===== src/rtl/mux_scan_pkg.sv =====
// Shared types and helpers for the mux_scan_n block.
//   state_t      : FSM state encoding (MANUAL, SCAN, HOLD)
//   DEF_*        : default parameter values for WIDTH, CHANNELS, DWELL
//   width_of(n)  : bits needed to index n items, never less than 1
package mux_scan_pkg;

  typedef enum logic [1:0] {
    MANUAL = 2'd0,
    SCAN   = 2'd1,
    HOLD   = 2'd2
  } state_t;

  localparam int DEF_WIDTH    = 2;
  localparam int DEF_CHANNELS = 4;
  localparam int DEF_DWELL    = 50_000_000;

  // A count range of 1 still needs a one-bit register.
  function automatic int width_of(input int n);
    return (n <= 1) ? 1 : $clog2(n);
  endfunction

endpackage


===== src/rtl/mux_scan_n_if.sv =====
// Signal bundle between a channel source/sink and mux_scan_n.
//   master : drives data_in, sel_in, mode, hold; observes the outputs
//   slave  : the multiplexer itself
//   state  : FSM state, exported for observation only
// Handshake: none. Every clock edge is a transfer. Inputs are sampled on
// each rising edge and the outputs are registered and valid every cycle
// after reset.
interface mux_scan_n_if
  import mux_scan_pkg::*;
#(
  parameter int WIDTH    = DEF_WIDTH,
  parameter int CHANNELS = DEF_CHANNELS
);
  localparam int SELW = width_of(CHANNELS);

  logic [CHANNELS*WIDTH-1:0] data_in;
  logic [SELW-1:0]           sel_in;
  logic                      mode;
  logic                      hold;
  logic [WIDTH-1:0]          data_out;
  logic [SELW-1:0]           sel_out;
  logic                      strobe;
  logic                      sel_err;
  state_t                    state;

  modport master (
    output data_in, sel_in, mode, hold,
    input  data_out, sel_out, strobe, sel_err, state
  );

  modport slave (
    input  data_in, sel_in, mode, hold,
    output data_out, sel_out, strobe, sel_err, state
  );

endinterface


===== src/rtl/mux_scan_n_dwell_counter.sv =====
// Dwell counter for the auto-scan sequencer.
//   clk, rst : clock, synchronous active-high reset
//   en       : advance one count; wraps DWELL-1 -> 0
//   clr      : force count to 0 (takes priority over en)
//   tc       : high while the count equals DWELL-1
// With en and clr both low the count is frozen.
module dwell_counter
  import mux_scan_pkg::*;
#(
  parameter int DWELL = DEF_DWELL
) (
  input  logic clk,
  input  logic rst,
  input  logic en,
  input  logic clr,
  output logic tc
);

  localparam int            CW   = width_of(DWELL);
  localparam logic [CW-1:0] LAST = CW'(DWELL - 1);

  logic [CW-1:0] count;

  assign tc = (count == LAST);

  always_ff @(posedge clk) begin
    if (rst || clr) begin
      count <= '0;
    end else if (en) begin
      count <= tc ? '0 : count + 1'b1;
    end
  end

endmodule


===== src/rtl/mux_scan_n.sv =====
// Registered N-channel, W-bit multiplexer with manual and auto-scan select.
//   clk, rst : clock, synchronous active-high reset
//   bus      : mux_scan_n_if slave modport
//     data_in  channel k at [k*WIDTH +: WIDTH]   sel_in  manual select
//     mode     0 manual / 1 scan                 hold    freeze selection
//     data_out registered channel data           sel_out current channel
//     strobe   one cycle after sel_out changes   sel_err bad manual select
//     state    FSM state for observation
// Every action on an edge is decided by the state being entered, so hold
// and mode changes override a scan step that would otherwise happen.
module mux_scan_n
  import mux_scan_pkg::*;
#(
  parameter int WIDTH    = DEF_WIDTH,
  parameter int CHANNELS = DEF_CHANNELS,
  parameter int DWELL    = DEF_DWELL
) (
  input  logic        clk,
  input  logic        rst,
  mux_scan_n_if.slave bus
);

  localparam int              SELW    = width_of(CHANNELS);
  localparam logic [SELW:0]   NUM_CH  = (SELW + 1)'(CHANNELS);
  localparam logic [SELW-1:0] LAST_CH = SELW'(CHANNELS - 1);

  state_t            state_q, state_d;
  logic [SELW-1:0]   sel_q, sel_d;
  logic [WIDTH-1:0]  data_q;
  logic              strobe_q, err_q;
  logic              sel_in_ok, cnt_en, cnt_clr, tc;

  assign sel_in_ok = ({1'b0, bus.sel_in} < NUM_CH);

  always_comb begin
    state_d = MANUAL;
    if (bus.hold) begin
      state_d = HOLD;
    end else if (bus.mode) begin
      state_d = SCAN;
    end
  end

  // The edge that enters SCAN from MANUAL does not count, so the first
  // channel gets a full dwell. Leaving HOLD counts on from the frozen value.
  always_comb begin
    cnt_en  = (state_d == SCAN) && (state_q != MANUAL);
    cnt_clr = (state_d == MANUAL);
    sel_d   = sel_q;
    case (state_d)
      MANUAL: if (sel_in_ok) sel_d = bus.sel_in;
      SCAN:   if (cnt_en && tc) sel_d = (sel_q == LAST_CH) ? '0 : sel_q + 1'b1;
      default: ;
    endcase
  end

  dwell_counter #(.DWELL(DWELL)) u_dwell (
    .clk (clk),
    .rst (rst),
    .en  (cnt_en),
    .clr (cnt_clr),
    .tc  (tc)
  );

  always_ff @(posedge clk) begin
    if (rst) begin
      state_q  <= MANUAL;
      sel_q    <= '0;
      data_q   <= '0;
      strobe_q <= 1'b0;
      err_q    <= 1'b0;
    end else begin
      state_q  <= state_d;
      sel_q    <= sel_d;
      data_q   <= bus.data_in[sel_d*WIDTH +: WIDTH];
      strobe_q <= (sel_d != sel_q);
      err_q    <= (state_d == MANUAL) && !sel_in_ok;
    end
  end

  assign bus.data_out = data_q;
  assign bus.sel_out  = sel_q;
  assign bus.strobe   = strobe_q;
  assign bus.sel_err  = err_q;
  assign bus.state    = state_q;

endmodule


===== src/flat_wrapper.sv =====
// flat-port wrapper written by rule: the top's interface ports become plain ports
module mux_scan_n_flat import mux_scan_pkg::*;
#(
  parameter int WIDTH    = DEF_WIDTH,
  parameter int CHANNELS = DEF_CHANNELS,
  parameter int DWELL    = DEF_DWELL
)
  (clk, rst, bus_data_in, bus_sel_in, bus_mode, bus_hold, bus_data_out, bus_sel_out, bus_strobe, bus_sel_err, bus_state);
  mux_scan_n_if #(.WIDTH(WIDTH), .CHANNELS(CHANNELS)) bus_i ();
  input  logic clk;
  input  logic rst;
  input wire logic [$bits(bus_i.data_in)-1:0] bus_data_in;
  input wire logic [$bits(bus_i.sel_in)-1:0] bus_sel_in;
  input wire logic [$bits(bus_i.mode)-1:0] bus_mode;
  input wire logic [$bits(bus_i.hold)-1:0] bus_hold;
  output wire logic [$bits(bus_i.data_out)-1:0] bus_data_out;
  output wire logic [$bits(bus_i.sel_out)-1:0] bus_sel_out;
  output wire logic [$bits(bus_i.strobe)-1:0] bus_strobe;
  output wire logic [$bits(bus_i.sel_err)-1:0] bus_sel_err;
  output wire logic [$bits(bus_i.state)-1:0] bus_state;
  assign bus_i.data_in = bus_data_in;
  assign bus_i.sel_in = bus_sel_in;
  assign bus_i.mode = bus_mode;
  assign bus_i.hold = bus_hold;
  assign bus_data_out = bus_i.data_out;
  assign bus_sel_out = bus_i.sel_out;
  assign bus_strobe = bus_i.strobe;
  assign bus_sel_err = bus_i.sel_err;
  assign bus_state = bus_i.state;
  mux_scan_n #(.WIDTH(WIDTH), .CHANNELS(CHANNELS), .DWELL(DWELL)) u_core (.clk(clk), .rst(rst), .bus(bus_i));
endmodule

===== config.mk =====
export PLATFORM = sky130hd
export DESIGN_NAME = mux_scan_n_flat
export DESIGN_NICKNAME = d
export VERILOG_FILES = /design/src/rtl/mux_scan_pkg.sv /design/src/rtl/mux_scan_n_if.sv /design/src/rtl/mux_scan_n_dwell_counter.sv /design/src/rtl/mux_scan_n.sv /design/src/flat_wrapper.sv
export SDC_FILE = /design/constraint.sdc
export NUM_CORES = 1
export LEC_CHECK = 0
export CORE_MARGIN = 3
export CORE_UTILIZATION = 30
export DETAILED_ROUTE_END_ITERATION = 10
export PLACE_DENSITY_LB_ADDON = 0.05
export SLEW_MARGIN = 20
export SYNTH_ARGS = -nofsm -noshare
export SYNTH_HDL_FRONTEND = slang
export SYNTH_SLANG_ARGS = --single-unit

===== constraint.sdc =====
create_clock -name clk -period 2.47 [get_ports clk]
set_input_delay 0.3705 -clock clk [delete_from_list [all_inputs] [get_ports clk]]
set_output_delay 0.3705 -clock clk [all_outputs]
set_load 0.005 [all_outputs]

Yosys cells after proc, flatten, opt, wreduce, memory -nomap -nowiden. Cells that the tools add are included. Widths: inputs -> output; s select.

Output and inout port bits: 8. Input port bits: 14. Bits in registers: 33.

Add/subtract/negate cells: 2. Eq/ne operators: 4. Shift operators: 1. Muxes and demuxes: 6. Reductions and logical operators: 5.

Operator list (number): $add 26x1->26 const B (1); $eq 26x26->1 const B (1); $mux 26 (1); $shiftx 8x4->2 (1); $mux 2 (3); $pmux 2 s2 (1); $add 2x1->2 const B (1); $eq 2x1->1 const B (1); $eq 2x2->1 const B (1); $logic_and 1x1->1 (2); $logic_not 2->1 (1); $ne 2x2->1 (1); $reduce_bool 2->1 (1); $logic_or 1x1->1 (1); $mux 1 (1).

Logic depth before layout (Yosys ltp).
Depth in word-level cells: 8. Mapped depth: 8.

Modules after synthesis. A second synthesis with hierarchy kept.

Cells, all modules: 211. Area total of the unflattened synthesis: 1814.2 sq um.

By module, submodules not included: dwell_counter (cells an instance 167, area each 1396.3 sq um, seq. area each 520.5 sq um, times used 1); mux_scan_n (cells an instance 44, area each 417.9 sq um, seq. area each 140.1 sq um, times used 1).

Least setup slack after synthesis. OpenSTA, ideal clock, no wires.

Path type: reg2reg. Start: register u_core.sel_q[0], in the netlist u_core.bus.sel_out[0]. End: register u_core.data_q[1], in the netlist u_core.bus.data_out[1]. Slack: 423 ps. Library setup time: 122 ps. Stages on the path, launching flop included: 8. Path buffers: 1. Data arrival time: 1925 ps. Clock period less this slack: 2047 ps. Cell sequence: dfxtp_1 -> ha_1 -> or4b_1 -> or4_1 -> and3_1 -> buf_6 -> mux2i_1 -> o22ai_1.

Longest elaborated chain between the ends: 5.

Ends and longest elaborated chain: start, declared (RTL line mux_scan_n.sv:28) `logic [SELW-1:0] sel_q, sel_d;`; start signal, assigned (RTL line mux_scan_n.sv:74) `sel_q <= sel_d;`; $add 2x1->2 / $eq 2x2->1 (equally long branches) (RTL line mux_scan_n.sv:52) `SCAN: if (cnt_en && tc) sel_d = (sel_q == LAST_CH) ? '0 : sel_q + 1'b1;`; $mux 2 (2 in series) (RTL line mux_scan_n.sv:52); $pmux 2 s2 * (RTL line mux_scan_n.sv:50) `case (state_d)`; $shiftx 8x4->2 * (RTL line mux_scan_n.sv:75) `data_q <= bus.data_in[sel_d*WIDTH +: WIDTH];`; end signal, assigned (RTL line mux_scan_n.sv:75); end, declared (RTL line mux_scan_n.sv:29) `logic [WIDTH-1:0] data_q;`.

Mark *: on every way between the ends. The rest lies on a longest branch, timed or not. A chain may end at the register's enable or synchronous reset.

Worst setup path in the final report.
Start: input bus_hold. End: register u_core.data_q[1], in the netlist u_core.bus.data_out[1].

Longest elaborated chain between the ends: 7.

Ends and longest elaborated chain: start, declared (RTL line flat_wrapper.sv:15) `input wire logic [$bits(bus_i.hold)-1:0] bus_hold;`; $mux 2 * (RTL line mux_scan_n.sv:37) `if (bus.hold) begin`; $eq 2x1->1 (RTL line mux_scan_n.sv:47, mux_scan_n.sv:50); $logic_and 1x1->1 (RTL line mux_scan_n.sv:47) `cnt_en = (state_d == SCAN) && (state_q != MANUAL);`; $logic_and 1x1->1 (RTL line mux_scan_n.sv:52); $mux 2 (RTL line mux_scan_n.sv:52); $pmux 2 s2 * (RTL line mux_scan_n.sv:50); $shiftx 8x4->2 * (RTL line mux_scan_n.sv:75).

Marks and branches as above.

==> impl_metrics.env <==
export IMPL_routed_via_density=4.811
export IMPL_routed_wl_um=3562
export IMPL_fin_crit_sh=0.8780
export IMPL_cts_tree="built"
export IMPL_syn2layout_area_growth_pct=25.33
export IMPL_r2r_start="u_core.bus.sel_out[0]"
export IMPL_ioPinCount=22
export IMPL_grt_pass1_wl_um=6168
export IMPL_reg2reg_to="u_core.bus.data_out[1]"
export IMPL_synth_top_cell_area_share=0.4065
export IMPL_status="finished clean"
export IMPL_finalMaxSlewViolations=0
export IMPL_cp_data_required_time_ns=2.68
export IMPL_stdcell_count=280
export IMPL_h_tree_depth=2
export IMPL_coreArea_sq_um=5172
export IMPL_ys_types=39
export IMPL_cts_inserted_buffers=5
export IMPL_fillCellCount=548
export IMPL_cp_end_kind="flip-flop"
export IMPL_hold_class="reg -> reg"
export IMPL_cts_setup_buffers=0
export IMPL_hold_ws_ns=0.4910
export IMPL_hold_viol_final=0
export IMPL_pre_cts_ws_ns=-0.005888
export IMPL_drc=0
export IMPL_setup_violations=0
export IMPL_grt_start_max_net_pins=27
export IMPL_finClkSkew_ns=0.003410
export IMPL_final_layout_size_suffix_gt1_frac=0.1238
export IMPL_final_nets=225
export IMPL_max_freq_mhz=461.1
export IMPL_drt_antenna_violating_nets=0
export IMPL_worst_ep_arrival_time_ns=2.38
export IMPL_drtIter0Drc=54
export IMPL_row_count=26
export IMPL_cts_hold_buf=0
export IMPL_io_buffers=20
export IMPL_rsz0062_at_grt="no"
export IMPL_clock_latency_ns=0.28
export IMPL_dp_hpwl_um=2713
export IMPL_die_h_um=79.61
export IMPL_clock_sinks=33
export IMPL_clkTransAtPathRegs_ns=0.06
export IMPL_r2r_slack_ns=0.32
export IMPL_synth_top_area_cell="dfxtp_1"
export IMPL_dpl_instance_area_sq_um=1936
export IMPL_synth_ff_type="dfxtp_1"
export IMPL_grt_overflow_total=0
export IMPL_netlist_area_sq_um=1625
export IMPL_irDropWorstVdd_uv=300.0
export IMPL_wl_per_cell_um=12.72
export IMPL_min_path_cells=2
export IMPL_ys_ff_latch=33
export IMPL_cts_resized=0
export IMPL_cp_max_fo=6
export IMPL_cts_buffer_depth=2
export IMPL_cts_root_buffer="clkbuf_8"
export IMPL_async_flop_share=0
export IMPL_start_util=0.3142
export IMPL_grt_antenna_before_repair=0
export IMPL_synth_area_top_cells="dfxtp_1 (41%), xor2_1 (8.6%), nor2_1 (7.9%)"
export IMPL_drtPass1Iterations=4
export IMPL_syn_inst=181
export IMPL_vias=1347
export IMPL_grt_use_total=0.1249
export IMPL_syn_nets=197
export IMPL_yosys_warnings=0
export IMPL_rr_worst_depth=6
export IMPL_diodes=0
export IMPL_finish_instance_area_sq_um=2037
export IMPL_avgSynthCellArea_sq_um=8.980
export IMPL_cap_violations=0
export IMPL_power_total_mw=1.087
export IMPL_seq_area_frac_synth=0.4065
export IMPL_dp_cells=272
export IMPL_p_leak_nw=0.7611
export IMPL_p_per_area_nw_per_um2=533.4
export IMPL_dieArea_sq_um=6337
export IMPL_holdPathEnd="u_core.u_dwell.count[14]"
export IMPL_fin_crit_ns=2.169
export IMPL_die_w_um=79.61
export IMPL_gp_congestion=0.7816
export IMPL_synth_edf_count=0
export IMPL_grt_pass1_vias=1319
export IMPL_fin_ws_ns=0.3013
export IMPL_cp_start_kind="input port"
export IMPL_hp_start="u_core.u_dwell.count[14]"
export IMPL_critical_path_class="in -> reg"
## critical path, cell delays in order
cell	delay [ns]
clkdlybuf4s50_1	0.48
and2b_1	0.29
nand2_1	0.10
or4_1	0.51
and3_1	0.30
mux2i_1	0.15
o22ai_1	0.18
## cells by family (layout without fill, tap and decap cells)
family,Yosys count,count (layout),share of synthesized area
and+or+nand+nor,95,95,0.3218
DFF,33,33,0.4065
xor gates and xnor gates,25,25,0.1347
AOI/OAI and AO/OA,10,10,0.04850
buffers and inverters,10,39,0.04003
muxes,5,5,0.03079
adders and majority gates,2,2,0.01539
other,1,1,0.002307
## cells in the mapped netlist (all sizes together) (3+ instances only)
library cell,count
a21oi,3
buf,7
xor2,16
nor2b,3
dfxtp,33
nand4,9
nand2,14
nor4,4
nand3,8
or3,4
mux2i,5
xnor2,9
and3,3
nor2,34
## sequential cells by signal, summed over array words and instances, names as in the netlist
| signal | flops |
|---|---|
| u_core.bus.state | 2 |
| u_core.bus.data_out | 2 |
| u_core.bus.strobe | 1 |
| u_core.u_dwell.count | 26 |
| u_core.bus.sel_out | 2 |
## layer usage
metal	vias up	wire, um	GRT usage
li1	678	-	-
met1	639	1563	0.1488
met2	24	1801	0.2095
met3	6	139	0.03612
met4	0	59	0.04983
met5	-	0	0
## layout by cell type (no fill, tap or decap), types with 5 or more instances in the layout
cell,n
nand2_1,14
xor2_1,16
clkdlybuf4s50_1,20
nand3_1,7
dfxtp_1,33
xnor2_1,9
nand4_1,7
clkbuf_8,7
buf_4,8
nor2_1,34
mux2i_1,5
## through the flow
step	utilization	setup TNS (ns)
floorplan	-	0
global placement	0.3742	-0.01184
detailed placement	0.3742	-0.005888
CTS	0.3938	0
global route	0.3938	0
finish	0.3938	0
## how the worst max path moves through the flow
stage / start / to / slack [ns]
after global placement: bus_hold / u_core.u_dwell.count[23] / -0.01
after floorplan: u_core.bus.sel_out[0] / u_core.bus.data_out[1] / 0.42
after global routing: bus_hold / u_core.u_dwell.count[23] / 0.14
final: bus_hold / u_core.bus.data_out[1] / 0.30
after detailed placement: bus_hold / u_core.bus.data_out[0] / -0.006
after CTS: bus_hold / u_core.bus.data_out[0] / 0.30
## area by class of cell
class	count	area [sq um]	share of cell area
multi-input combinational	138	899.6	0.4416
sequential	33	660.6	0.3243
timing repair buffer	29	280.3	0.1376
clock buffer	7	96.34	0.04730
tap	70	87.58	0.04300
inverter	2	7.507	0.003686
clock inverter	1	5.005	0.002457
## where the power goes
part	internal (mW)	total, mW	leakage, nW	switching (mW)
combinational	0.0573	0.0963	0.439	0.0391
clock	0.252	0.444	0.0542	0.192
sequential	0.541	0.546	0.267	0.00456
total	0.850	1.09	0.761	0.236
Note: power is estimated with default switching activity, not from simulation.
==> RTL change, RTL diff (same flow settings) <==
Make the reset (`rst`) asynchronous in one clocked block. Comments in the files are not updated.
--- a/src/rtl/mux_scan_n.sv
+++ b/src/rtl/mux_scan_n.sv
@@ -64,3 +64,3 @@
 
-  always_ff @(posedge clk) begin
+  always_ff @(posedge clk or posedge rst) begin
     if (rst) begin
Behaviour: differs if rst is asserted again (counterexample within 4 cycles, from zero or initial values and one cycle with rst high); with rst held inactive, the same outputs for 10 cycles.
==> RTL change against the unedited design <==
- core utilization increased by 0.39 points
- critical endpoint is now u_core.bus.data_out[0]$_DFF_PP0_
- sequential power is 3% higher
- design area rose by 2.3%
- non-clock buffer count down 4
- sequential cell count unchanged
- synthesized area increased by 2.2%
- worst setup slack improved by 51 ps
- routed wire length down 2.2%
- combinational power up 55%
- die area grew 2.0%
- power increased by 9.8%
- highest routed layer unchanged
- cell count shrank 3.6%
==> RTL change: results (changes against the unedited design) <==
stage	metric	value	unit	change
outcome	outcome	completed		
place	HPWL Detailed	2.647	mm	-2.4%
place	setup slack at placement	23.39	ps	+29.28 ps
route	Post-Route WL	3.482	mm	-2.2%
route	Via density	4.741		-1.5%
worst_setup_path	crit path max fanout	8		+2
worst_setup_path	delay of the slowest critical-path stage	600	ps	+90 ps
global_route	gr usage total	0.1215		-0.003371
worst_setup_path	Worst R2R Start	u_core.u_dwell.count[0]$_SDFFE_PP0N_		
logic_synthesis	Avg Synthesized Cell Area	9.653	sq um	+7.5%
logic_synthesis	adder and majority cell fraction of the synthesized area	0.01507		-0.0003249
logic_synthesis	Synth Area in XOR/XNOR	0.1424		+0.007708
global_route	number of global-route vias before repair	1321		+0.15%
route	Routed wire per std cell	12.90	microns	+1.4%
logic_synthesis	mux share of post-synthesis cell area	0.01809		-0.01271
worst_setup_path	RR Endpoint	u_core.bus.data_out[0]$_DFF_PP0_		
worst_setup_path	Critical Path AT	2280	ps	-100 ps
place	Inst Count DP	262		-3.7%
logic_synthesis	Synth Area in Compound Gates	0.07687		+0.02837
logic_synthesis	most instantiated cells after synthesis	33 x nor2_1, 26 x dfxtp_1, 17 x xor2_1		
finish	Final nets	215		-4.4%
global_route	first-pass GRT wire length	5.989	mm	-2.9%
pwr	leak pwr	0.8674	nW	+14%
finish	fill cell total of the finished layout	534		-2.6%
worst_setup_path	Reg2Reg Setup Slack	510	ps	+190 ps
finish	share of layout cells above drive strength 1	0.1200		-0.003810
pwr	VDD IR-drop max	217.9	uV	-27%
route	1st-iter DRT viols	61		+13%
place	Placed Area	1972	sq um	+1.9%
sta	Worst Skew	3.082	ps	-0.3275 ps
logic_synthesis	library cells used by synthesis	40		+2.6%
logic_synthesis	synth top area cells	dfxtp_1 31%, dfrtp_1 11%, xor2_1 9.0%		
worst_hold_path	min-delay worst type	in2async		
worst_setup_path	worst reg2reg path depth	7		+1
logic_synthesis	sequential area share after synthesis	0.4190		+0.01252
worst_setup_path	Worst Setup SP	bus_mode		
logic_synthesis	ys async rst share	0.2121		+0.2121
logic_synthesis	Synthesized Nets	188		-4.6%
place	global placement routability congestion	0.7046		-9.9%
-- RTL change: layout make-up --
class                   instances  area (sq um)  share of cell area
multi-input cells             129         919.6              0.4414
flip-flops and latches         33         695.7              0.3339
repair buffers                 25         250.2              0.1201
clock buffers                   8         111.4             0.05345
well taps                      70         87.58             0.04204
inverters                       5         18.77            0.009009
-- RTL change: how the worst max path moves through the flow --
stage	end	slack, ps	depth (start not counted)
3_5_place_dp	u_core.bus.data_out[1]$_DFF_PP0_	20	7
6_report	u_core.bus.data_out[0]$_DFF_PP0_	350	7
3_3_place_gp	u_core.bus.data_out[1]$_DFF_PP0_	100	7
2_1_floorplan	u_core.bus.data_out[0]$_DFF_PP0_	710	7
4_1_cts	u_core.bus.data_out[0]$_DFF_PP0_	330	7
5_1_grt	u_core.bus.data_out[1]$_DFF_PP0_	210	7
-- RTL change: where the power goes --
part | internal [mW] | leakage [nW] | switching, mW
Clock | 0.288 | 0.0566 | 0.194
Sequential | 0.550 | 0.290 | 0.0110
Combinational | 0.0886 | 0.521 | 0.0608
-- RTL change: per-layer routing --
| metal | track usage | wire, microns |
|---|---|---|
| met1 | 0.1444 | 1635 |
| met2 | 0.1987 | 1652 |
| met3 | 0.04148 | 135 |
| met4 | 0.05068 | 59 |
| met5 | 0 | 0 |
-- RTL change: logic make-up after synthesis --
logic type | Yosys count
and+or+nand+nor | 84
DFF | 33
xor gates and xnor gates | 27
AOI/OAI and AO/OA | 12
buffers and inverters | 10
muxes | 3
adders and majority gates | 2
other | 1
-- RTL change: stage by stage --
step	power, mW	hold slack, ps
floorplan	0.6497	189.1
global placement	0.7221	500.8
detailed placement	0.7264	517.2
CTS	1.213	354.5
global route	1.249	378.2
finish	1.193	341.3
